## config.mk

```make
export PLATFORM = sky130hd
export DESIGN_NAME = bsg_manycore_remote_store_arb
export DESIGN_NICKNAME = d
export VERILOG_FILES = /design/src/rtl/bsg_manycore_pkg.sv /design/src/rtl/bsg_manycore_pkt_encode.sv /design/src/rtl/bsg_manycore_remote_store_arb.sv
export SDC_FILE = /design/constraint.sdc
export NUM_CORES = 1
export LEC_CHECK = 0
export BUFFER_PORTS_ARGS = -buffer_cell sky130_fd_sc_hd__buf_4
export CAP_MARGIN = 25
export CELL_PAD_IN_SITES_DETAIL_PLACEMENT = 2
export CELL_PAD_IN_SITES_GLOBAL_PLACEMENT = 2
export CORE_MARGIN = 2
export CORE_UTILIZATION = 24
export DETAILED_ROUTE_END_ITERATION = 16
export GPL_ROUTABILITY_DRIVEN = 1
export PLACE_DENSITY_LB_ADDON = 0.1
export SETUP_SLACK_MARGIN = 0.15
export SLEW_MARGIN = 10
export SYNTH_ARGS = -nofsm -noshare
export SYNTH_HDL_FRONTEND = slang
export SYNTH_SLANG_ARGS = --single-unit
```

## constraint.sdc

```tcl
create_clock -name clk_i -period 4 [get_ports clk_i]
set_clock_uncertainty 0.15 [all_clocks]
set_input_delay 0.4 -clock clk_i [delete_from_list [all_inputs] [get_ports clk_i]]
set_output_delay 0.4 -clock clk_i [all_outputs]
set_load 0.05 [all_outputs]
```

## src/rtl/bsg_manycore_pkg.sv

```systemverilog
// Shared manycore definitions: remote packet op codes and packet sizing.
// Packet layout (MSB..LSB): addr, op, mask, data, src_y, src_x, dst_y, dst_x.
package bsg_manycore_pkg;

  localparam logic [1:0] OP_STORE_LO_C = 2'b01;
  localparam logic [1:0] OP_STORE_HI_C = 2'b10;

  // addr loses the remote flag, coordinates and top local bit, but the
  // packet adds op (2) plus source and destination coordinates.
  function automatic int pkt_width(int aw, int dw, int xw, int yw);
    return aw + dw + (dw / 8) + xw + yw;
  endfunction

endpackage

```

## src/rtl/bsg_manycore_pkt_encode.sv

```systemverilog
// Encodes one requester's access into a manycore remote packet.
// Ports: v/addr/data/mask/we request, my_x/my_y source, st_v/ld_v/packet out.
module bsg_manycore_pkt_encode
  import bsg_manycore_pkg::*;
#(
  parameter int x_cord_width_p = 4,
  parameter int y_cord_width_p = 4,
  parameter int data_width_p   = 32,
  parameter int addr_width_p   = 20,
  localparam int packet_width_lp = pkt_width(addr_width_p, data_width_p,
                                             x_cord_width_p, y_cord_width_p)
) (
  input  logic                       v_i,
  input  logic [addr_width_p-1:0]    addr_i,
  input  logic [data_width_p-1:0]    data_i,
  input  logic [(data_width_p>>3)-1:0] mask_i,
  input  logic                       we_i,
  input  logic [x_cord_width_p-1:0]  my_x_i,
  input  logic [y_cord_width_p-1:0]  my_y_i,
  output logic                       st_v_o,
  output logic                       ld_v_o,
  output logic [packet_width_lp-1:0] packet_o
);

  localparam int la_lp = addr_width_p - 1 - x_cord_width_p - y_cord_width_p;

  logic                      w_remote;
  logic [y_cord_width_p-1:0] w_dst_y;
  logic [x_cord_width_p-1:0] w_dst_x;
  logic [la_lp-1:0]          w_local;
  logic [1:0]                w_op;

  // addr = {remote, y, x, local}
  assign {w_remote, w_dst_y, w_dst_x, w_local} = addr_i;

  assign w_op = w_local[la_lp-1] ? OP_STORE_HI_C : OP_STORE_LO_C;

  assign st_v_o = v_i & we_i & w_remote;
  assign ld_v_o = v_i & ~we_i & w_remote;

  assign packet_o = {w_local[la_lp-2:0], w_op, mask_i, data_i,
                     my_y_i, my_x_i, w_dst_y, w_dst_x};

endmodule

```

## src/rtl/bsg_manycore_remote_store_arb.sv

```systemverilog
// Round-robin, credit-gated arbiter of two remote-store masters onto one link.
// Ports: 2x request in, yumi_o, v_o/packet_o/ready_i link, credit in/out, errors.
module bsg_manycore_remote_store_arb
  import bsg_manycore_pkg::*;
#(
  parameter int x_cord_width_p    = 4,
  parameter int y_cord_width_p    = 4,
  parameter int data_width_p      = 32,
  parameter int addr_width_p      = 20,
  parameter int max_out_credits_p = 16,
  localparam int packet_width_lp = pkt_width(addr_width_p, data_width_p,
                                             x_cord_width_p, y_cord_width_p),
  localparam int credit_width_lp = $clog2(max_out_credits_p + 1)
) (
  input  logic                              clk_i,
  input  logic                              reset_n_i,
  input  logic [1:0]                        v_i,
  input  logic [1:0][addr_width_p-1:0]      addr_i,
  input  logic [1:0][data_width_p-1:0]      data_i,
  input  logic [1:0][(data_width_p>>3)-1:0] mask_i,
  input  logic [1:0]                        we_i,
  output logic [1:0]                        yumi_o,
  input  logic [x_cord_width_p-1:0]         my_x_i,
  input  logic [y_cord_width_p-1:0]         my_y_i,
  output logic                              v_o,
  output logic [packet_width_lp-1:0]        packet_o,
  input  logic                              ready_i,
  input  logic                              credit_v_i,
  output logic [credit_width_lp-1:0]        out_credits_o,
  output logic                              remote_load_err_o,
  output logic                              credit_err_o
);

  localparam logic [credit_width_lp-1:0] max_c =
    credit_width_lp'(max_out_credits_p);

  logic [1:0]                       w_st_v;
  logic [1:0]                       w_ld_v;
  logic [1:0]                       w_grant;
  logic [1:0][packet_width_lp-1:0]  w_pkt;
  logic                             w_slot_free;
  logic                             w_can_send;
  logic                             w_gv;

  logic                       r_v;
  logic [packet_width_lp-1:0] r_pkt;
  logic [credit_width_lp-1:0] r_cred;
  logic                       r_last;
  logic                       r_ld_err;
  logic                       r_cr_err;

  for (genvar i = 0; i < 2; i++) begin : g_enc
    bsg_manycore_pkt_encode #(
      .x_cord_width_p(x_cord_width_p),
      .y_cord_width_p(y_cord_width_p),
      .data_width_p  (data_width_p),
      .addr_width_p  (addr_width_p)
    ) u_enc (
      .v_i     (v_i[i]),
      .addr_i  (addr_i[i]),
      .data_i  (data_i[i]),
      .mask_i  (mask_i[i]),
      .we_i    (we_i[i]),
      .my_x_i  (my_x_i),
      .my_y_i  (my_y_i),
      .st_v_o  (w_st_v[i]),
      .ld_v_o  (w_ld_v[i]),
      .packet_o(w_pkt[i])
    );
  end

  assign w_slot_free = ~r_v | ready_i;
  assign w_can_send  = w_slot_free & (r_cred != '0);

  always_comb begin
    w_grant = 2'b00;
    if (w_can_send) begin
      if (&w_st_v) w_grant = r_last ? 2'b01 : 2'b10;
      else         w_grant = w_st_v;
    end
  end

  assign w_gv   = |w_grant;
  assign yumi_o = w_grant | w_ld_v;

  always_ff @(posedge clk_i or negedge reset_n_i) begin
    if (!reset_n_i) begin
      r_v      <= 1'b0;
      r_pkt    <= '0;
      r_cred   <= max_c;
      r_last   <= 1'b1;
      r_ld_err <= 1'b0;
      r_cr_err <= 1'b0;
    end else begin
      r_ld_err <= |w_ld_v;
      if (w_gv) begin
        r_v    <= 1'b1;
        r_pkt  <= w_grant[1] ? w_pkt[1] : w_pkt[0];
        r_last <= w_grant[1];
      end else if (r_v & ready_i) begin
        r_v <= 1'b0;
      end
      if (w_gv & ~credit_v_i) begin
        r_cred <= r_cred - 1'b1;
      end else if (credit_v_i & ~w_gv) begin
        if (r_cred == max_c) r_cr_err <= 1'b1;
        else                 r_cred   <= r_cred + 1'b1;
      end
    end
  end

  assign v_o               = r_v;
  assign packet_o          = r_pkt;
  assign out_credits_o     = r_cred;
  assign remote_load_err_o = r_ld_err;
  assign credit_err_o      = r_cr_err;

endmodule
```

==> results of run 1 <==
[final cells by class]
| cell class | instances | area (um2) | share of cell area [%] |
|---|---|---|---|
| clock buffer | 12 | 246 | 4.71 |
| inverter | 58 | 218 | 4.16 |
| timing repair buffer | 211 | 1610 | 30.7 |
| tap | 176 | 220 | 4.21 |
| clock inverter | 3 | 17.5 | 0.335 |
| multi-input combinational | 137 | 1100 | 21.0 |
| sequential | 73 | 1830 | 34.9 |
[sequential cells by signal (all words and copies together), names as in the netlist]
register	count
packet_o	64
out_credits_o	5
credit_err_o	1
r_last	1
remote_load_err_o	1
v_o	1
[worst reg2reg max path, cell delays in order (launching register included)]
cell,delay [ps]
dfrtp_1,560
nor4_4,50
buf_4,180
a221oi_1,370
ha_1,490
xor2_1,130
ha_1,260
a21boi_0,140
o221a_2,310
or4_1,490
nand4_1,110
[power groups by stage]
stage | clock (W) | sequential, W | combinational, W
floorplan | 0 | 0.00207 | 0.000436
global placement | 0 | 0.00120 | 0.00200
detailed placement | 0 | 0.00121 | 0.00203
CTS | 0.000768 | 0.00120 | 0.00203
global route | 0.000801 | 0.00124 | 0.00213
finish | 0.000732 | 0.00120 | 0.00201
[per-stage QoR]
step,utilization (%),setup WS (ps),std cells
after CTS,39.4,720,668
after detailed placement,37.4,747,653
after global routing,39.7,431,670
after global placement,37.4,823,653
final,39.7,711,670
after floorplan,-,282,290
[metal layers]
layer / global-route usage [%] / vias up
li1: - / 1481
met1: 20.1 / 1620
met2: 29.7 / 126
met3: 6.89 / 13
met4: 5.96 / 0
met5: 0 / -
[layout by cell type (no fill, tap or decap), drive strengths merged, types with 3 or more instances in the layout]
master / Yosys / layout
ha: 5 / 5
dfrtp: 71 / 71
a21oi: 4 / 4
buf: 9 / 210
nor2: 3 / 3
clkbuf: 13 / 12
a222oi: 54 / 54
nand2: 33 / 33
inv: 58 / 58
[kinds of logic after synthesis]
kind of cell | Yosys count | synth area share (%)
buffers and inverters | 80 | 10.0
AOI/OAI and AO/OA | 79 | 23.2
DFF | 73 | 56.5
and+or+nand+nor | 49 | 7.30
adders and majority gates | 5 | 1.93
xor gates and xnor gates | 4 | 1.08
[final timing paths]
path	slack [ps]	from	to
max reg2reg	710	out_credits_o[2]	out_credits_o[4]
max	710	out_credits_o[2]	out_credits_o[4]
min reg2reg	330	packet_o[11]	packet_o[11]
min in group asynchronous	400	reset_n_i	out_credits_o[3]
max in group asynchronous	2720	reset_n_i	packet_o[35]
min	110	my_x_i[1]	packet_o[9]
==> results.json, run 1 <==
{
  "status": "complete, no violations",
  "async_flop_share_pct": 100,
  "cts.clk_slew.worst_paths_ps": 60,
  "yosys_register_bits": 73,
  "cts_setup_buffers": 0,
  "htree_levels": 3,
  "antenna_left": 0,
  "critical_path_peak_fanout": 12,
  "grt_first_pass_wirelength_um": 19500,
  "fin_area_um2": 5240,
  "r2r_cells": 10,
  "synth_area_um2": 3240,
  "clock_path_buffers": 2,
  "pin_count": 202,
  "hold_depth": 3,
  "cts_buffers": 9,
  "num_rows": 42,
  "vdd_drop_max_uv": 304,
  "fp.dieW_um": 120,
  "setup_viol": 0,
  "tightest_slew_ps": 775,
  "power_switching_w": 0.00187,
  "critPathBufInv": 1,
  "seq_area_frac_synth_pct": 56.5,
  "cts_num_sinks": 73,
  "crit_arrival_ps": 3410,
  "power_leakage_nw": 2.87,
  "post_dp_cell_area_um2": 4930,
  "cpMostUsedCell": "ha_1",
  "drive_above_1_share_pct": 46.8,
  "cp-end-kind": "register",
  "path_depth": 10,
  "gr-usage-all-layers_pct": 17.5,
  "syn_avg_cell_area_um2": 11.2,
  "cts_tree": "built",
  "diodes": 0,
  "numPortBuffers": 201,
  "max_slew_margin_pct": 48.3,
  "totalPowerFinal_w": 0.00394,
  "switching_share_pct": 47.4,
  "ys.flop_type": "dfrtp_1",
  "final_nets": 623,
  "synthTopCellsByArea": "dfrtp_1 (55%), a222oi_1 (17%), inv_1 (6.6%), nand2_1 (3.8%), ha_1 (1.9%)",
  "post-route-period-util_pct": 82.2,
  "clock.fmax_mhz": 304,
  "power_frac_seq_pct": 30.5,
  "top_layer": "met4",
  "wl_um": 12500,
  "crit_path_start_kind": "register",
  "overflow": 0,
  "critical_path_class": "reg -> reg",
  "met2WireLength_um": 6530,
  "fin_crit_ps": 3290,
  "critPathSlowestCell": "dfrtp_1",
  "slew_viol_final": 0,
  "wl_per_cell_um": 18.7,
  "syn_nets": 423,
  "synth_most_common_cell": "dfrtp_1",
  "maxCapViolations": 0,
  "dr.pass1.iters": 8,
  "power.density_cell_area_nw_per_um2": 753,
  "drtIter0Drc": 309,
  "cts-resized-gates": 0,
  "hpwlAfterDp_um": 8990,
  "die-area_um2": 14400,
  "ys_types": 41,
  "synthTopCellsByCount": "dfrtp_1 (71), inv_1 (57), a222oi_1 (54)",
  "cts-root-buf": "clkbuf_16",
  "grt_max_degree": 74,
  "finalHoldViolations": 0,
  "rsz0062_at_grt": "no",
  "p_comb_share_pct": 50.9,
  "hold_path_class": "in -> reg",
  "synth_edf_count": 0,
  "whs_ps": 107,
  "syn_inst": 290,
  "grt_pass1_vias": 3538,
  "cp_cell_sequence": "nor4_4, buf_4, a221oi_1, ha_1, xor2_1, ha_1, a21boi_0, o221a_2, or4_1, nand4_1",
  "yosysWarningCount": 0,
  "path_delay_family": "compound AO/OA/AOI/OAI gates",
  "die_y_um": 120,
  "wl_met1_um": 4670,
  "drc": 0,
  "clock_power_share_pct": 18.6,
  "antenna_found_initial": 0,
  "synth_top_cell_area_share_pct": 54.8,
  "synth_top_cell_by_area": "dfrtp_1",
  "clk_latency_ps": 330,
  "core_um2": 13200,
  "required_ps": 4120,
  "area_delta_synth_final_pct": 61.6,
  "avgViaCountPerCell": 4.84,
  "hold_buffers": 0,
  "fillCellCount": 1423,
  "internal-power_w": 0.00208,
  "final.setup.tns_ps": 0,
  "cp_slowest_stage_delay_ps": 560,
  "start_util_pct": 24.6,
  "place_congestion": 0.702,
  "vias": 3240,
  "routed-wl-met3_um": 1160
}
(Power assumes the default switching activity.)
==> run 2, diff against run 1 <==
- CORE_UTILIZATION: 24 -> 22
- clock period: 4 -> 2.9 ns (I/O delays scaled with it)
==> run 2 against run 1 <==
Critical path depth fell by 1. Fmax increased by 21%. Design area grew 3.9%. Sequential cell count unchanged. Hold slack got worse by 94 ps. First-iteration DRC count decreased by 17%. Wire length is 3.6% higher. Register-to-register slack worse by 520 ps. Count of clock-buffer cells in the layout up 1. Critical path type unchanged. Critical endpoint unchanged. Largest cell class unchanged.
==> results.json, run 2 (synthesis results as in run 1) <==
{
  "die_y_um": 125,
  "gr-usage-all-layers_pct": 16.4,
  "regToRegEndpoint": "out_credits_o[4]",
  "cts_num_sinks": 73,
  "die-area_um2": 15700,
  "finalHoldViolations": 0,
  "fin_area_um2": 5440,
  "post_dp_cell_area_um2": 5000,
  "largest_register_ffs": 64,
  "power.density_cell_area_nw_per_um2": 1040,
  "place_ws_ps": 121,
  "setup_viol": 0,
  "max_slew_margin_pct": 63.4,
  "final_cell_mix": "buf_4 (218), dfrtp_1 (68), inv_1 (57), a222oi_1 (54), nand2_1 (33)",
  "area_delta_synth_final_pct": 67.9,
  "core_um2": 14500,
  "crit_arrival_ps": 2830,
  "wl_per_cell_um": 18.7,
  "totalPowerFinal_w": 0.00565,
  "tightest_slew_ps": 548,
  "numPortBuffers": 201,
  "hold_depth": 3,
  "start_util_pct": 22.4,
  "rsz0062_at_grt": "yes",
  "internal-power_w": 0.00302,
  "grt_max_degree": 74,
  "clock_power_share_pct": 19.8,
  "clock.fmax_mhz": 369,
  "antenna_found_initial": 0,
  "vdd_drop_max_uv": 364,
  "final_nets": 638,
  "whs_ps": 12.5,
  "drive_above_1_share_pct": 48.4,
  "overflow": 0,
  "diodes": 0,
  "pin_count": 202,
  "switching_share_pct": 46.5,
  "power_switching_w": 0.00263,
  "drc": 0,
  "maxCapViolations": 0,
  "fin_crit_ps": 2710,
  "critical_path_peak_fanout": 7,
  "critical_path_class": "reg -> reg",
  "setup_ws_ps": 191,
  "cts_tree": "built",
  "worstHoldEndpoint": "packet_o[10]",
  "cts.clk_slew.worst_paths_ps": 60,
  "final_common_cell": "buf_4",
  "rrSetupSlack_ps": 190,
  "antenna_left": 0,
  "vias": 3329,
  "power_leakage_nw": 2.95,
  "clk_latency_ps": 330,
  "grt_first_pass_wirelength_um": 20200,
  "avgViaCountPerCell": 4.80,
  "place_congestion": 0.739,
  "cp-end-kind": "register",
  "htree_levels": 3,
  "wl_um": 13000,
  "required_ps": 3020,
  "clock_path_buffers": 2,
  "r2r_cells": 9,
  "fp.dieW_um": 125,
  "hold_path_class": "in -> reg",
  "dr.pass1.iters": 6,
  "power_frac_seq_pct": 29.3,
  "cts_buffers": 9,
  "post-route-period-util_pct": 93.4,
  "min_from": "my_x_i[2]",
  "p_comb_share_pct": 50.8,
  "num_rows": 44,
  "drtIter0Drc": 256,
  "status": "complete, no violations",
  "rr_startpoint": "out_credits_o[4]",
  "slew_viol_final": 0,
  "hpwlAfterDp_um": 9190,
  "grt_pass1_vias": 3646,
  "cts-root-buf": "clkbuf_16",
  "crit_path_start_kind": "register"
}
-- run 2: changes by cell type in the layout (fill, tap and decap cells not counted), moves of 2 or more --
| cell | previous run | this run |
|---|---|---|
| buf_4 | 209 | 218 |
| dfrtp_1 | 71 | 68 |
| dlygate4sd3_1 | 1 | 6 |
| dfrtp_2 | 0 | 3 |
| ha_1 | 5 | 3 |
| buf_12 | 0 | 2 |
-- run 2: cell type report --
type	count	area (um2)
clock inverters	3	40.0
repair buffers	226	1740
inverters	58	218
multi-input cells	137	1130
fillers	1545	9040
well taps	184	230
flip-flops and latches	73	1830
clock buffers	13	250
-- run 2: layer usage --
layer  GRT usage [%]  part of all wire [%]  vias up
li1                -                     -     1509
met1            19.6                    40     1674
met2            27.2                    50      130
met3            6.08                   8.2       16
met4            5.88                   1.8        0
met5               0                     0        -
-- run 2: timing repair --
item,in CTS,in global routing
endpoints found under the hold margin,5,38
endpoints found under the setup margin,1,1
cloned,0,0
pin swaps,2,2
gates resized for setup,1,0
buffers inserted,2,6
hold buffers,5,1
-- run 2: worst max path at each step --
stage	startpoint	end	cells after the start
global route	out_credits_o[0]	out_credits_o[4]	9
global placement	out_credits_o[4]	out_credits_o[4]	9
finish	out_credits_o[4]	out_credits_o[4]	9
CTS	out_credits_o[4]	out_credits_o[4]	9
detailed placement	out_credits_o[4]	out_credits_o[4]	9
floorplan	out_credits_o[2]	out_credits_o[4]	12
-- run 2: worst max-delay path, cell delays in order (launching register included) --
cell      delay [ps]
dfstp_2          580
inv_1            100
a221oi_4         350
ha_4             230
xor2_1            80
ha_2             200
a21boi_0         130
o221a_2          310
or4_1            430
nand4_1          110
-- run 2: power groups by stage --
stage / Sequential (W) / Combinational, W / Clock [W]
5_1_grt: 0.00171 / 0.00305 / 0.00121
3_3_place_gp: 0.00166 / 0.00280 / 0
4_1_cts: 0.00167 / 0.00288 / 0.00116
3_5_place_dp: 0.00168 / 0.00283 / 0
6_report: 0.00166 / 0.00287 / 0.00112
2_1_floorplan: 0.00287 / 0.000623 / 0
-- run 2: metrics by stage --
stage / instances / utilization, % / setup TNS, ps
after CTS: 686 / 37.0 / 0
after floorplan: 290 / - / -280
final: 694 / 37.6 / 0
after global routing: 694 / 37.6 / 0
after detailed placement: 663 / 34.5 / 0
after global placement: 663 / 34.5 / 0
==> run 3, diff against run 2 <==
- CORE_UTILIZATION: 22 -> 24
- GPL_ROUTABILITY_DRIVEN: 1 -> default
- clock period: 2.9 -> 2.7 ns (I/O delays scaled with it)
==> run 3 against run 2 <==
Wire length down 0.30%. Sequential power up 5%. Fmax up 5.0%. Critical endpoint unchanged. Highest routed layer unchanged. Largest cell class is now non-clock buffers.
==> results.json, run 3 (synthesis results as in run 1) <==
{
  "status": "complete, no violations",
  "cts-root-buf": "clkbuf_16",
  "pin_count": 202,
  "gr-usage-all-layers_pct": 18.1,
  "drtIter0Drc": 276,
  "final_cell_mix": "buf_4 (217), dfrtp_1 (68), inv_1 (57), a222oi_1 (54), nand2_1 (33)",
  "power_leakage_nw": 3.04,
  "power_frac_seq_pct": 28.0,
  "rsz0062_at_grt": "yes",
  "cp_slowest_stage_delay_ps": 420,
  "critical_path_peak_fanout": 4,
  "grt_first_pass_wirelength_um": 20000,
  "cts_tree": "built",
  "setup_viol": 0,
  "final_nets": 653,
  "max_slew_margin_pct": 67.5,
  "clock_path_buffers": 2,
  "switching_share_pct": 45.7,
  "maxCapViolations": 0,
  "critPathSlowestCell": "dfrtp_2",
  "clock_power_share_pct": 21.2,
  "final_common_cell": "buf_4",
  "crit_path_start_kind": "register",
  "grt_pass1_vias": 3681,
  "largest_register_ffs": 64,
  "finalHoldViolations": 0,
  "drive_above_1_share_pct": 47.9,
  "clock.fmax_mhz": 388,
  "critical_path_class": "reg -> reg",
  "slew_viol_final": 0,
  "die-area_um2": 14400,
  "required_ps": 2830,
  "cts_buffers": 9,
  "drc": 0,
  "fp.dieW_um": 120,
  "diodes": 0,
  "power_switching_w": 0.00286,
  "antenna_left": 0,
  "fin_crit_ps": 2580,
  "htree_levels": 3,
  "post-route-period-util_pct": 95.5,
  "die_y_um": 120,
  "power.density_cell_area_nw_per_um2": 1110,
  "wl_um": 13000,
  "vias": 3414,
  "p_comb_share_pct": 50.8,
  "cp_cell_sequence": "nor4_4, a221oi_4, ha_4, xor2_1, ha_2, a21boi_1, o221a_2, or4_1, nand4_1",
  "place_congestion": 0.796,
  "vdd_drop_max_uv": 428,
  "hold_path_class": "in -> reg",
  "post-route-util_pct": 42.7,
  "wl_per_cell_um": 18.5,
  "fillCellCount": 1378,
  "hpwlAfterDp_um": 9340,
  "core_um2": 13200,
  "cp-end-kind": "register",
  "clk_latency_ps": 340,
  "dr.pass1.iters": 8,
  "rrSetupSlack_ps": 120,
  "crit_arrival_ps": 2710,
  "cts.clk_slew.worst_paths_ps": 60,
  "start_util_pct": 24.6,
  "num_rows": 42,
  "totalPowerFinal_w": 0.00625,
  "final.setup.tns_ps": 0,
  "grt_max_degree": 55,
  "numPortBuffers": 201,
  "overflow": 0,
  "avgViaCountPerCell": 4.88,
  "area_delta_synth_final_pct": 74.0,
  "tightest_slew_ps": 488,
  "internal-power_w": 0.00339,
  "antenna_found_initial": 0,
  "cts_num_sinks": 73
}
run 3: final timing paths:
check                                 start          endpoint  depth (start not counted)
min reg2reg                    packet_o[14]      packet_o[14]                          2
max reg2reg                out_credits_o[2]  out_credits_o[4]                          9
max                        out_credits_o[2]  out_credits_o[4]                          9
min                              data_i[22]      packet_o[38]                          3
max in group asynchronous         reset_n_i  out_credits_o[4]                          3
min in group asynchronous         reset_n_i      packet_o[24]                          2
run 3: repair_timing:
action / CTS / global route
hold buffers: 21 / 0
hold endpoints to repair: 50 / 0
setup buffers: 0 / 2
setup endpoints to repair: 1 / 4
resized for setup: 0 / 3
pin swaps: 0 / 4
run 3: power groups by stage:
stage | registers, W | clock network [W] | logic (W)
3_3_place_gp | 0.00175 | 0 | 0.00311
2_1_floorplan | 0.00308 | 0 | 0.000670
6_report | 0.00175 | 0.00133 | 0.00317
5_1_grt | 0.00180 | 0.00142 | 0.00335
4_1_cts | 0.00175 | 0.00137 | 0.00320
3_5_place_dp | 0.00176 | 0 | 0.00317
run 3: cell type report:
cell class                 count  area [um2]  area share [%]
timing repair buffer         241        1900            33.7
clock inverter                 4        76.3            1.35
clock buffer                  11         253            4.48
tap                          176         220            3.91
sequential                    73        1830            32.5
multi-input combinational    137        1140            20.2
inverter                      58         218            3.86
run 3: per-stage QoR:
step	hold slack (ps)	cell area, um2	setup WS, ps	instances
after global placement	111	5070	204	662
after detailed placement	114	5070	140	662
after global routing	10.8	5640	36.3	700
after CTS	0.447	5610	124	698
final	10.7	5640	121	700
after floorplan	-176	3290	-480	290
run 3: per-layer routing:
metal / GRT usage (%) / vias up / part of all wire, %
met4: 7.06 / 0 / 1.8
met1: 20.4 / 1734 / 39
li1: - / 1542 / -
met5: 0 / - / 0
met2: 32.2 / 126 / 52
met3: 5.24 / 12 / 7.3
run 3: critical path: cells and delay by family, from the launching register on:
| family | cells | cell delay, ps |
|---|---|---|
| and+or+nand+nor | 3 | 880 |
| AOI/OAI and AO/OA | 3 | 550 |
| DFF | 1 | 420 |
| adders and majority gates | 2 | 390 |
| xor gates and xnor gates | 1 | 150 |
